`config.mk`:
```
export PLATFORM = sky130hd
export DESIGN_NAME = aes_state_loader
export DESIGN_NICKNAME = d
export VERILOG_FILES = /design/src/rtl/aes_pkg.sv /design/src/rtl/aes_state_loader.sv
export SDC_FILE = /design/constraint.sdc
export NUM_CORES = 1
export LEC_CHECK = 0
export CORE_MARGIN = 2
export CORE_UTILIZATION = 44
export DETAILED_ROUTE_END_ITERATION = 8
export PLACE_DENSITY = 0.77
export SYNTH_ARGS = -nofsm -noshare
export SYNTH_HDL_FRONTEND = slang
export SYNTH_SLANG_ARGS = --single-unit
```
`constraint.sdc`:
```
create_clock -name iClk -period 1.7 [get_ports iClk]
set_input_delay 0.17 -clock iClk [delete_from_list [all_inputs] [get_ports iClk]]
set_output_delay 0.17 -clock iClk [all_outputs]
set_load 0.05 [all_outputs]
```
`src/rtl/aes_pkg.sv`:
```
// aes_pkg: shared AES datapath widths and column-major byte indexing
package aes_pkg;
  localparam int AES_STATE_W = 128;
  localparam int AES_WORD_W  = 32;
  localparam int AES_NB      = 4;
  function automatic int byte_idx(input int r, input int c);
    return AES_NB * c + r;
  endfunction
endpackage

```
`src/rtl/aes_state_loader.sv`:
```
// aes_state_loader: packs four bus words into an AES state with optional round-0 key XOR
module aes_state_loader
  import aes_pkg::*;
#(
  parameter bit KEY_XOR = 1'b1
) (
  input  logic                   iClk,
  input  logic                   iRst_n,
  input  logic                   iClear,
  input  logic                   iWordValid,
  input  logic [AES_WORD_W-1:0]  iWord,
  output logic                   oWordReady,
  input  logic [AES_STATE_W-1:0] iKey,
  output logic                   oStateValid,
  output logic [AES_STATE_W-1:0] oState,
  input  logic                   iStateReady,
  output logic [1:0]             oWordCnt
);
  logic [1:0]             cnt;
  logic [AES_STATE_W-1:0] fill;
  logic [AES_STATE_W-1:0] assembled;
  logic                   accept, xfer, take;
  assign oWordCnt   = cnt;
  assign oWordReady = (cnt != 2'd3) | ~oStateValid | iStateReady;
  assign accept     = iWordValid & oWordReady;
  assign xfer       = accept & (cnt == 2'd3);
  assign take       = oStateValid & iStateReady;
  // the last column bypasses the fill buffer so the state moves on the accepting edge
  assign assembled  = {iWord, fill[AES_STATE_W-AES_WORD_W-1:0]} ^ (KEY_XOR ? iKey : '0);
  always_ff @(posedge iClk or negedge iRst_n) begin
    if (!iRst_n) begin
      cnt         <= '0;
      fill        <= '0;
      oStateValid <= 1'b0;
      oState      <= '0;
    end else if (iClear) begin
      cnt         <= '0;
      oStateValid <= 1'b0;
    end else begin
      if (accept) begin
        fill[AES_WORD_W*cnt +: AES_WORD_W] <= iWord;
        cnt <= cnt + 2'd1;
      end
      if (xfer) begin
        oState      <= assembled;
        oStateValid <= 1'b1;
      end else if (take) begin
        oStateValid <= 1'b0;
      end
    end
  end
endmodule
```
==> results.tsv, run 1 <==
stage	metric	value	unit
global_routing	vias in the first global route	7831	
place	DP HPWL	20.1	mm
worst_setup_path	R2R cell count	7	
sta	Max Slew Vio Count	0	
sta	final count of hold timing violations	0	
worst_setup_path	worst flop-to-flop path endpoint	fill[2]	
sta	setup ws final	52.9	ps
cts	TritonCTS buffer count	25	
cts	clock transition at the registers of the reported paths	60	ps
status	outcome	finished, final reports clean	
sta	worst setup skew after layout	11.2	ps
drt	Final ANT Viol Nets	0	
synthesis	Syn Std Cell Area	11000	µm²
place	RePlAce Congestion	0.785	
die	Die H	162	µm
worst_setup_path	crit path cell chain	inv_2, ha_2, nor3b_4, buf_4, buf_6, nand2_1, mux2i_1	
layout	commonest cells after routing, fill and taps aside	dfrtp_1 (224), clkdlybuf4s50_1 (163), xor2_1 (128)	
layout	Final Cell Area	15300	µm²
worst_setup_path	crit path to	fill[2]	
worst_setup_path	CP max stage cell	dfrtp_4	
drt	WL final	27.3	mm
layout	commonest non-fill, non-tap cell in the layout	dfrtp_1	
sta	Final period util	0.969	
global_routing	total track usage	0.208	
worst_setup_path	Reg2Reg Setup Slack	50	ps
worst_setup_path	crit start category	flop	
global_routing	initial antenna violation count	2	
synthesis	Yosys cell types	26	
drt	Remaining DRCs	0	
drt	Via density	4.74	
drt	Pre-antenna DRT Iters	6	
worst_setup_path	worst setup path startpoint	oWordCnt[0]	
die	Die Span X	162	µm
power_and_ir_drop	Peak supply drop	718	µV
worst_setup_path	max incr delay on CP	500	ps
place	placed cell areas	14500	µm²
synthesis	Synth Net Count	1003	
layout	Layout area overhead	39.2	%
sta	f_max	607	MHz
sta	Final Setup Violations	0	
drt	1st-iter DRT viols	390	
cts	CTS Root Cell	clkbuf_16	
place	pre-CTS setup slack	-113	ps
drt	Routed wire per std cell	18.0	µm
sta	hold_ws	193	ps
worst_setup_path	CP top delay family	flip-flops	
drt	Vias	7201	
die	num ports	297	
cts	worst-case clock buffer depth	3	
synthesis	Ys Warns	0	
global_routing	total gr overflow	0	
cts	latest clock arrival within the worst-skew pair	510	ps
worst_setup_path	Setup Crit Path Kind	reg2reg	
global_routing	first-pass GRT wire length	43.5	mm
synthesis	Seq/Total Area, Yosys	0.516	
worst_hold_path	min-delay worst type	in2async	
worst_setup_path	r2r startpoint	oWordCnt[0]	
cts	CTS tree	yes	
worst_setup_path	crit path buf inv count	3	
cts	CTS H-tree lvls	1	
die	# rows	57	
power_and_ir_drop	Power Density	1300	nW/µm²
worst_setup_path	Arrival @ worst endpoint	2080	ps
place	Buffers on Ports	296	
power_and_ir_drop	Lkg Pwr	7.83	nW
die	Placeable Area	24500	µm²
layout	layout net count	1345	
sta	Slew @ Worst Pin	524	ps
sta	Final min period	1650	ps
flow_run	max-capacitance violation count	0	
cts	CTS sink cnt	227	
synthesis	synthesized flop and latch total	227	
die	Die ar.	26300	µm²
synthesis	Mapped Cells	833	
worst_setup_path	Critical Path RT	2130	ps
sta	slew margin rel.	0.652	
synthesis	mean post-synth cell area	13.2	µm²
worst_setup_path	Worst path depth	7	
global_routing	pin count of the biggest net entering global routing	62	
worst_setup_path	critical path peak fanout	10	
die	Initial Util	0.450	
layout	fraction of layout cells with a size suffix above 1	0.231	
worst_setup_path	Setup crit end kind	flop	
sta	RSZ-0062 raised after global routing	yes	
registers in the layout (all words and copies together), names as in the netlist:
| signal | count |
|---|---|
| oState | 128 |
| fill | 96 |
| oWordCnt | 2 |
| oStateValid | 1 |
area by class of cell:
class | count | area, µm²
fill | 1973 | 9130
antenna | 2 | 5.00
sequential | 227 | 5690
clock inverter | 8 | 118
tap | 324 | 405
clock buffer | 37 | 741
inverter | 98 | 368
timing repair buffer | 351 | 3390
multi-input combinational | 472 | 4610
worst min path at each step:
stage / endpoint / depth (start not counted)
3_3_place_gp: oState[67] / 1
4_1_cts: oState[97] / 2
6_report: oState[35] / 2
2_1_floorplan: fill[0] / 0
3_5_place_dp: oState[97] / 1
5_1_grt: oState[35] / 2
stage by stage:
step | utilization | cells | total power, mW | TNS [ps]
after CTS | 0.624 | 1513 | 20.1 | 0
after floorplan | - | 833 | 12.1 | -1980
after detailed placement | 0.593 | 1467 | 14.8 | -12460
after global routing | 0.627 | 1519 | 20.9 | -341
final | 0.627 | 1519 | 20.0 | 0
after global placement | 0.593 | 1467 | 14.6 | -7600
layer usage:
| metal | vias to the layer above | share of wire | global-route usage |
|---|---|---|---|
| li1 | 3352 | - | - |
| met1 | 3565 | 0.44 | 0.282 |
| met2 | 242 | 0.48 | 0.350 |
| met3 | 42 | 0.061 | 0.0368 |
| met4 | 0 | 0.020 | 0.0483 |
| met5 | - | 0 | 0 |
cells by family (layout without fill, tap and decap cells):
group,Yosys count,count (layout),synth area share
DFF,227,227,0.516
muxes,224,224,0.259
buffers and inverters,134,494,0.0708
xor gates and xnor gates,128,128,0.102
and+or+nand+nor,112,112,0.0450
adders and majority gates,5,5,0.00568
AOI/OAI and AO/OA,3,3,0.00159
other,0,2,0
power breakdown:
group | internal [mW] | total (mW) | switching, mW
clock | 3.45 | 5.61 | 2.16
combinational | 2.69 | 6.70 | 4.01
sequential | 6.71 | 7.65 | 0.941
what timing repair did:
action                     in CTS  in global routing
gates cloned                    0                  1
pin swaps                       0                  0
hold buffers                    1                  0
hold endpoints to repair       53                  0
setup buffers                   0                  3
gates resized for setup        97                  4
setup endpoints to repair      97                 33
synth_stat cells:
cell type,number,area (µm²)
buf_6,12,135
nand3_4,1,17.5
nand4b_1,1,8.76
nand3b_2,1,11.3
clkbuf_1,7,26.3
and3_1,3,18.8
buf_12,11,220
nand2b_1,2,12.5
nand2_1,97,364
dfrtp_1,227,5680
ha_1,5,62.6
o31ai_1,1,7.51
inv_1,98,368
nor2b_4,1,13.8
mux2i_1,96,961
and2_1,1,6.26
mux2_4,120,1800
buf_2,6,30.0
nor3b_2,2,25.0
and3b_1,1,8.76
nand3_1,1,5.00
mux2_2,8,90.1
nor2_1,1,3.75
a21oi_1,1,5.00
xor2_1,128,1120
o21ai_0,1,5.00
No activity file was read; power rests on OpenSTA's default activity.
==> run 2: changes to the inputs <==
--- a/config.mk
+++ b/config.mk
@@ -6,9 +6,9 @@
 export NUM_CORES = 1
 export LEC_CHECK = 0
 export CORE_MARGIN = 2
-export CORE_UTILIZATION = 44
+export CORE_UTILIZATION = 45
 export DETAILED_ROUTE_END_ITERATION = 8
-export PLACE_DENSITY = 0.77
+export PLACE_DENSITY = 0.75
 export SYNTH_ARGS = -nofsm -noshare
 export SYNTH_HDL_FRONTEND = slang
 export SYNTH_SLANG_ARGS = --single-unit
==> constraint.sdc (replaced) <==
create_clock -name iClk -period 1.9 [get_ports iClk]
set_input_delay 0.19 -clock iClk [delete_from_list [all_inputs] [get_ports iClk]]
set_output_delay 0.19 -clock iClk [all_outputs]
set_load 0.05 [all_outputs]
==> run 2 against run 1 <==
Net effect:
- setup slack worse by 21 ps
- sequential share of layout area up 0.070 points
- clock-buffer cell count down 5
- first-iteration DRC count down 37%
- critical endpoint is now oState[67]
- largest cell class unchanged
- register-to-register slack better by 110 ps
==> results.tsv, run 2 (synthesis results as in run 1) <==
stage	metric	value	unit	change
status	outcome	finished, final reports clean		
drt	Remaining DRCs	0		unchanged
cts	TritonCTS buffer count	25		unchanged
worst_setup_path	Arrival @ worst endpoint	1680	ps	-400 ps
die	Die H	160	µm	-1.1%
drt	Routed wire per std cell	18.6	µm	+3.5%
worst_setup_path	CP top delay family	buffers and inverters		
die	num ports	297		unchanged
worst_setup_path	worst setup path startpoint	oState[67]		
layout	max reg flops	128		unchanged
layout	Fillers	1899		-3.8%
worst_setup_path	critical path peak fanout	2		-8
power_and_ir_drop	Peak supply drop	681	µV	-5.2%
cts	clock transition at the registers of the reported paths	60	ps	about the same
power_and_ir_drop	combinational power share	0.350		+0.014
sta	Final Setup Violations	0		unchanged
drt	Vias	7112		-1.2%
global_routing	first-pass GRT wire length	43.3	mm	-0.30%
sta	TNS Setup	0	ps	unchanged
layout	commonest non-fill, non-tap cell in the layout	dfrtp_1		
place	Buffers on Ports	296		unchanged
layout	Layout area overhead	38.9	%	
worst_setup_path	R2R cell count	6		-1
global_routing	total track usage	0.215		+0.00659
sta	worst setup skew after layout	14.9	ps	+3.75 ps
power_and_ir_drop	clock power share	0.260		-0.021
global_routing	initial antenna violation count	0		-2
worst_setup_path	Setup crit end kind	primary output		
cts	post-CTS setup repair buffer count	0		unchanged
worst_setup_path	Critical Path RT	1710	ps	-420 ps
die	Die ar.	25700	µm²	-2.2%
worst_setup_path	worst flop-to-flop path endpoint	fill[3]		
layout	fraction of layout cells with a size suffix above 1	0.185		-0.0454
worst_setup_path	crit path cell chain	clkdlybuf4s50_1		
place	DP HPWL	19.9	mm	-0.85%
layout	post-layout util	0.632		+0.00579
layout	largest register by flop count	oState		
layout	ANT cells	0		-2
sta	final count of hold timing violations	0		unchanged
drt	WL final	27.8	mm	+1.9%
cts	worst-case clock buffer depth	3		unchanged
sta	Final min period	1870	ps	
worst_setup_path	CP max stage cell	clkdlybuf4s50_1		
worst_setup_path	r2r startpoint	oWordCnt[1]		
cts	CTS Root Cell	clkbuf_16		
cts	CTS sink cnt	227		unchanged
sta	Slew @ Worst Pin	567	ps	+43.4 ps
global_routing	vias in the first global route	7544		-3.7%
cts	latest clock arrival within the worst-skew pair	510	ps	about the same
flow_run	max-capacitance violation count	0		unchanged
sta	Final period util	0.983		
place	RePlAce Congestion	0.790		+0.70%
power_and_ir_drop	Power Density	1140	nW/µm²	-12%
worst_setup_path	Setup Crit Path Kind	reg2out		
layout	Final Cell Area	15300	µm²	-0.25%
drt	Via density	4.75		+0.28%
worst_setup_path	Reg2Reg Setup Slack	160	ps	+110 ps
drt	1st-iter DRT viols	244		-37%
die	Placeable Area	24200	µm²	-1.2%
sta	slew margin rel.	0.623		-0.0288
layout	commonest cells after routing, fill and taps aside	dfrtp_1 (225), clkdlybuf4s50_1 (186), xor2_1 (128)		
worst_setup_path	crit start category	flop		
global_routing	pin count of the biggest net entering global routing	61		-1.6%
die	Die Span X	160	µm	-1.1%
power_and_ir_drop	Lkg Pwr	8.34	nW	+6.5%
die	# rows	57		unchanged
die	Initial Util	0.455		+0.00531
power_and_ir_drop	P_int	11.2	mW	-13%
worst_setup_path	Worst path depth	1		-6
sta	RSZ-0062 raised after global routing	no		
power_and_ir_drop	Switching Share	0.361		+0.00503
drt	Final ANT Viol Nets	0		unchanged
sta	Max Slew Vio Count	0		unchanged
drt	Pre-antenna DRT Iters	4		-2
power_and_ir_drop	Seq pwr share	0.389		+0.006
worst_setup_path	max incr delay on CP	810	ps	+310 ps
worst_setup_path	crit path to	oState[67]		
worst_setup_path	crit path buf inv count	1		-2
place	placed cell areas	14500	µm²	-0.45%
cts	CTS H-tree lvls	1		unchanged
global_routing	total gr overflow	0		unchanged
cts	CTS tree	yes		
sta	f_max	535	MHz	
power_and_ir_drop	Switch Pwr	6.32	mW	-11%
layout	layout net count	1325		-1.5%
worst_hold_path	min-delay worst type	in2async		
-- run 2: worst min path at each step --
stage	depth (start not counted)	end	slack (ps)	from
after floorplan	0	fill[0]	-110	iRst_n
after global placement	1	fill[79]	70	iRst_n
after detailed placement	1	fill[79]	70	iRst_n
after CTS	2	fill[79]	130	iRst_n
after global routing	2	fill[79]	160	iRst_n
final	2	fill[79]	140	iRst_n
-- run 2: repair_timing --
item	in CTS	in global routing
hold endpoints to repair	227	0
hold buffers	1	0
resized for setup	52	54
endpoints found under the setup margin	52	54
-- run 2: final cells by class --
cell class,instances,area (µm²),area share
tap,324,405,0.0265
inverter,98,368,0.0241
timing repair buffer,331,3500,0.229
clock inverter,12,87.6,0.00573
multi-input combinational,472,4580,0.299
sequential,227,5680,0.372
clock buffer,32,672,0.0439
-- run 2: power groups by stage --
stage	registers, mW	logic, mW	clock network, mW
6_report	6.81	6.12	4.55
2_1_floorplan	8.87	1.94	0
3_3_place_gp	6.87	6.23	0
4_1_cts	6.83	6.21	4.66
3_5_place_dp	6.89	6.36	0
5_1_grt	6.96	6.46	4.87
-- run 2: layer usage --
metal  up-vias  GRT usage  part of all wire
met5         -          0                 0
met2       237      0.363              0.48
met4         0     0.0598             0.025
met1      3527      0.279              0.43
met3        45     0.0493             0.065
li1       3303          -                 -
-- run 2: through the flow --
stage | instances | setup WS, ps | hold slack [ps] | total power [mW]
after floorplan | 833 | 12.7 | -106 | 10.8
after global placement | 1451 | 89.1 | 72.9 | 13.1
after detailed placement | 1451 | 61.6 | 72.6 | 13.2
after CTS | 1496 | 1.07 | 134 | 17.7
after global routing | 1496 | 0.532 | 164 | 18.3
final | 1496 | 32.1 | 140 | 17.5
==> run 3: changes to the inputs <==
--- a/config.mk
+++ b/config.mk
@@ -6,9 +6,10 @@
 export NUM_CORES = 1
 export LEC_CHECK = 0
 export CORE_MARGIN = 2
-export CORE_UTILIZATION = 45
+export CORE_UTILIZATION = 44
+export CTS_CLUSTER_DIAMETER = 80
 export DETAILED_ROUTE_END_ITERATION = 8
-export PLACE_DENSITY = 0.75
+export PLACE_DENSITY = 0.77
 export SYNTH_ARGS = -nofsm -noshare
 export SYNTH_HDL_FRONTEND = slang
 export SYNTH_SLANG_ARGS = --single-unit
==> constraint.sdc (replaced) <==
create_clock -name iClk -period 1.5 [get_ports iClk]
set_input_delay 0.15 -clock iClk [delete_from_list [all_inputs] [get_ports iClk]]
set_output_delay 0.15 -clock iClk [all_outputs]
set_load 0.05 [all_outputs]
==> run 3 against run 2 <==
Net effect:
- power up 32%
- via count increased by 5.0%
- sequential share of layout area decreased by 2.0 points
- highest routed layer unchanged
- global-route usage grew 0.87 points
- sequential power grew 27%
- critical path depth is 5 higher
- final area increased by 5.8%
- worst hold slack got worse by 11 ps
- combinational power is 33% higher
- the flow now finishes with violations (negative setup slack)
==> results.tsv, run 3 (synthesis results as in run 1) <==
stage	metric	value	unit	change
cts	worst-case clock buffer depth	3		unchanged
layout	post-layout util	0.661		+0.0286
worst_setup_path	Arrival @ worst endpoint	2100	ps	+420 ps
layout	Fillers	1779		-6.3%
drt	1st-iter DRT viols	259		+6.1%
worst_setup_path	crit start category	flop		
power_and_ir_drop	Seq pwr share	0.375		-0.014
worst_setup_path	R2R cell count	6		unchanged
cts	CTS sink cnt	227		unchanged
worst_setup_path	Setup crit end kind	flop		
place	RePlAce Congestion	0.765		-3.2%
sta	setup ws final	-214	ps	-247 ps
status	outcome	complete, but fails checks		
place	DP HPWL	19.8	mm	-0.59%
die	Die ar.	26300	µm²	+2.2%
worst_hold_path	min-delay worst type	in2async		
sta	Final min period	1710	ps	
layout	Layout area overhead	46.9	%	
power_and_ir_drop	Switching Share	0.358		-0.00326
sta	slew margin rel.	0.742		+0.119
place	Buffers on Ports	296		unchanged
worst_setup_path	Reg2Reg Setup Slack	-210	ps	-370 ps
power_and_ir_drop	combinational power share	0.351		about the same
sta	Final period util	1.14		
drt	Final ANT Viol Nets	0		unchanged
global_routing	first-pass GRT wire length	45.5	mm	+5.1%
sta	RSZ-0062 raised after global routing	yes		
die	# rows	57		unchanged
power_and_ir_drop	P_int	14.9	mW	+33%
drt	WL final	30.7	mm	+10%
sta	final count of hold timing violations	0		unchanged
layout	Final Cell Area	16200	µm²	+5.8%
die	Die Span X	162	µm	+1.1%
sta	Final Setup Violations	213		+213
power_and_ir_drop	Total Power	23.1	mW	+32%
die	Placeable Area	24500	µm²	+1.2%
flow_run	max-capacitance violation count	0		unchanged
layout	commonest non-fill, non-tap cell in the layout	dfrtp_1		
sta	f_max	583	MHz	
cts	CTS tree	yes		
power_and_ir_drop	Power Density	1430	nW/µm²	+25%
cts	latest clock arrival within the worst-skew pair	520	ps	about the same
layout	largest register by flop count	oState		
die	Initial Util	0.450		-0.00531
cts	clock transition at the registers of the reported paths	60	ps	about the same
global_routing	total track usage	0.223		+0.00866
drt	Via density	4.81		+1.1%
status	failing checks	negative setup slack		
worst_setup_path	critical path peak fanout	8		+6
sta	worst setup skew after layout	18.4	ps	+3.45 ps
drt	Routed wire per std cell	19.7	µm	+6.2%
power_and_ir_drop	clock power share	0.274		+0.014
drt	Remaining DRCs	0		unchanged
layout	fraction of layout cells with a size suffix above 1	0.359		+0.174
worst_setup_path	Setup Crit Path Kind	reg2reg		
cts	TritonCTS buffer count	25		unchanged
power_and_ir_drop	Switch Pwr	8.28	mW	+31%
drt	Vias	7467		+5.0%
layout	commonest cells after routing, fill and taps aside	dfrtp_1 (224), clkdlybuf4s50_1 (163), buf_4 (157)		
global_routing	total gr overflow	0		unchanged
worst_setup_path	worst flop-to-flop path endpoint	oState[15]		
worst_setup_path	Critical Path RT	1890	ps	+180 ps
global_routing	vias in the first global route	8103		+7.4%
drt	Pre-antenna DRT Iters	4		unchanged
die	num ports	297		unchanged
cts	CTS Root Cell	clkbuf_16		
cts	CTS H-tree lvls	1		unchanged
power_and_ir_drop	Peak supply drop	1110	µV	+63%
worst_setup_path	r2r startpoint	oWordCnt[0]		
die	Die H	162	µm	+1.1%
sta	Slew @ Worst Pin	387	ps	-181 ps
layout	max reg flops	128		unchanged
global_routing	initial antenna violation count	2		+2
layout	layout net count	1379		+4.1%
sta	Max Slew Vio Count	0		unchanged
global_routing	pin count of the biggest net entering global routing	55		-9.8%
place	placed cell areas	14300	µm²	-0.71%
power_and_ir_drop	Lkg Pwr	8.12	nW	-2.6%
-- run 3: changes by cell type in the layout (fill, tap and decap cells not counted), moves of 9 or more --
cell / change
buf_12: +13
buf_4: +136
buf_6: +9
clkbuf_16: +10
clkdlybuf4s50_1: -23
dlygate4sd2_1: -52
dlymetal6s2s_1: -54
nand2_1: -30
nand2_2: +22
-- run 3: critical path: stages, from the launching register on --
cell and delay [ps]:
dfrtp_4 450, ha_4 170, nand3_4 180, buf_8 210
buf_12 120, clkbuf_16 140, mux2_4 290
-- run 3: metrics by stage --
stage / cells / worst slack, ps / hold WS (ps) / TNS [ps]
2_1_floorplan: 833 / -222 / -146 / -33060
3_3_place_gp: 1467 / -241 / 77.6 / -45670
3_5_place_dp: 1467 / -273 / 82.4 / -51010
4_1_cts: 1545 / -205 / 123 / -24250
5_1_grt: 1554 / -250 / 155 / -34710
6_report: 1554 / -214 / 129 / -25380
-- run 3: area by class of cell --
| cell class | count | area, µm² | share of cell area |
|---|---|---|---|
| Clock inverter | 14 | 155 | 0.00959 |
| Inverter | 98 | 370 | 0.0229 |
| Clock buffer | 32 | 702 | 0.0434 |
| Timing Repair Buffer | 385 | 4080 | 0.252 |
| Sequential cell | 227 | 5690 | 0.352 |
| Multi-Input combinational cell | 472 | 4770 | 0.295 |
| Tap cell | 324 | 405 | 0.0251 |
| Antenna cell | 2 | 5.00 | 0.000310 |
-- run 3: power by group through the flow --
stage	registers, mW	clock network, mW	logic [mW]
final	8.68	6.35	8.11
after global routing	8.85	6.71	8.54
after CTS	8.67	6.48	8.05
after detailed placement	8.72	0	7.85
after global placement	8.72	0	7.63
after floorplan	11.2	0	2.50
-- run 3: worst max-delay path by stage --
| stage | start | endpoint | slack, ps | cells past startpoint |
|---|---|---|---|---|
| after global placement | iWordValid | oState[17] | -240 | 5 |
| after CTS | oWordCnt[0] | oWordReady | -200 | 4 |
| after detailed placement | iWordValid | oState[16] | -270 | 5 |
| after global routing | oWordCnt[0] | fill[25] | -250 | 7 |
| final | oWordCnt[0] | oState[15] | -210 | 6 |
| after floorplan | oWordCnt[0] | fill[10] | -220 | 6 |
-- run 3: what timing repair did --
item / in CTS / in global routing
buffers inserted: 18 / 8
hold buffers: 1 / 0
cloned: 13 / 11
endpoints found under the setup margin: 224 / 217
pin swaps: 1 / 16
gates resized for setup: 31 / 68
endpoints found under the hold margin: 227 / 0
-- run 3: per-layer routing --
metal	GRT usage	part of all wire	wire, µm
met1	0.287	0.42	12800
met2	0.385	0.50	15400
met3	0.0414	0.055	1690
met4	0.0680	0.024	738
met5	0	0	0
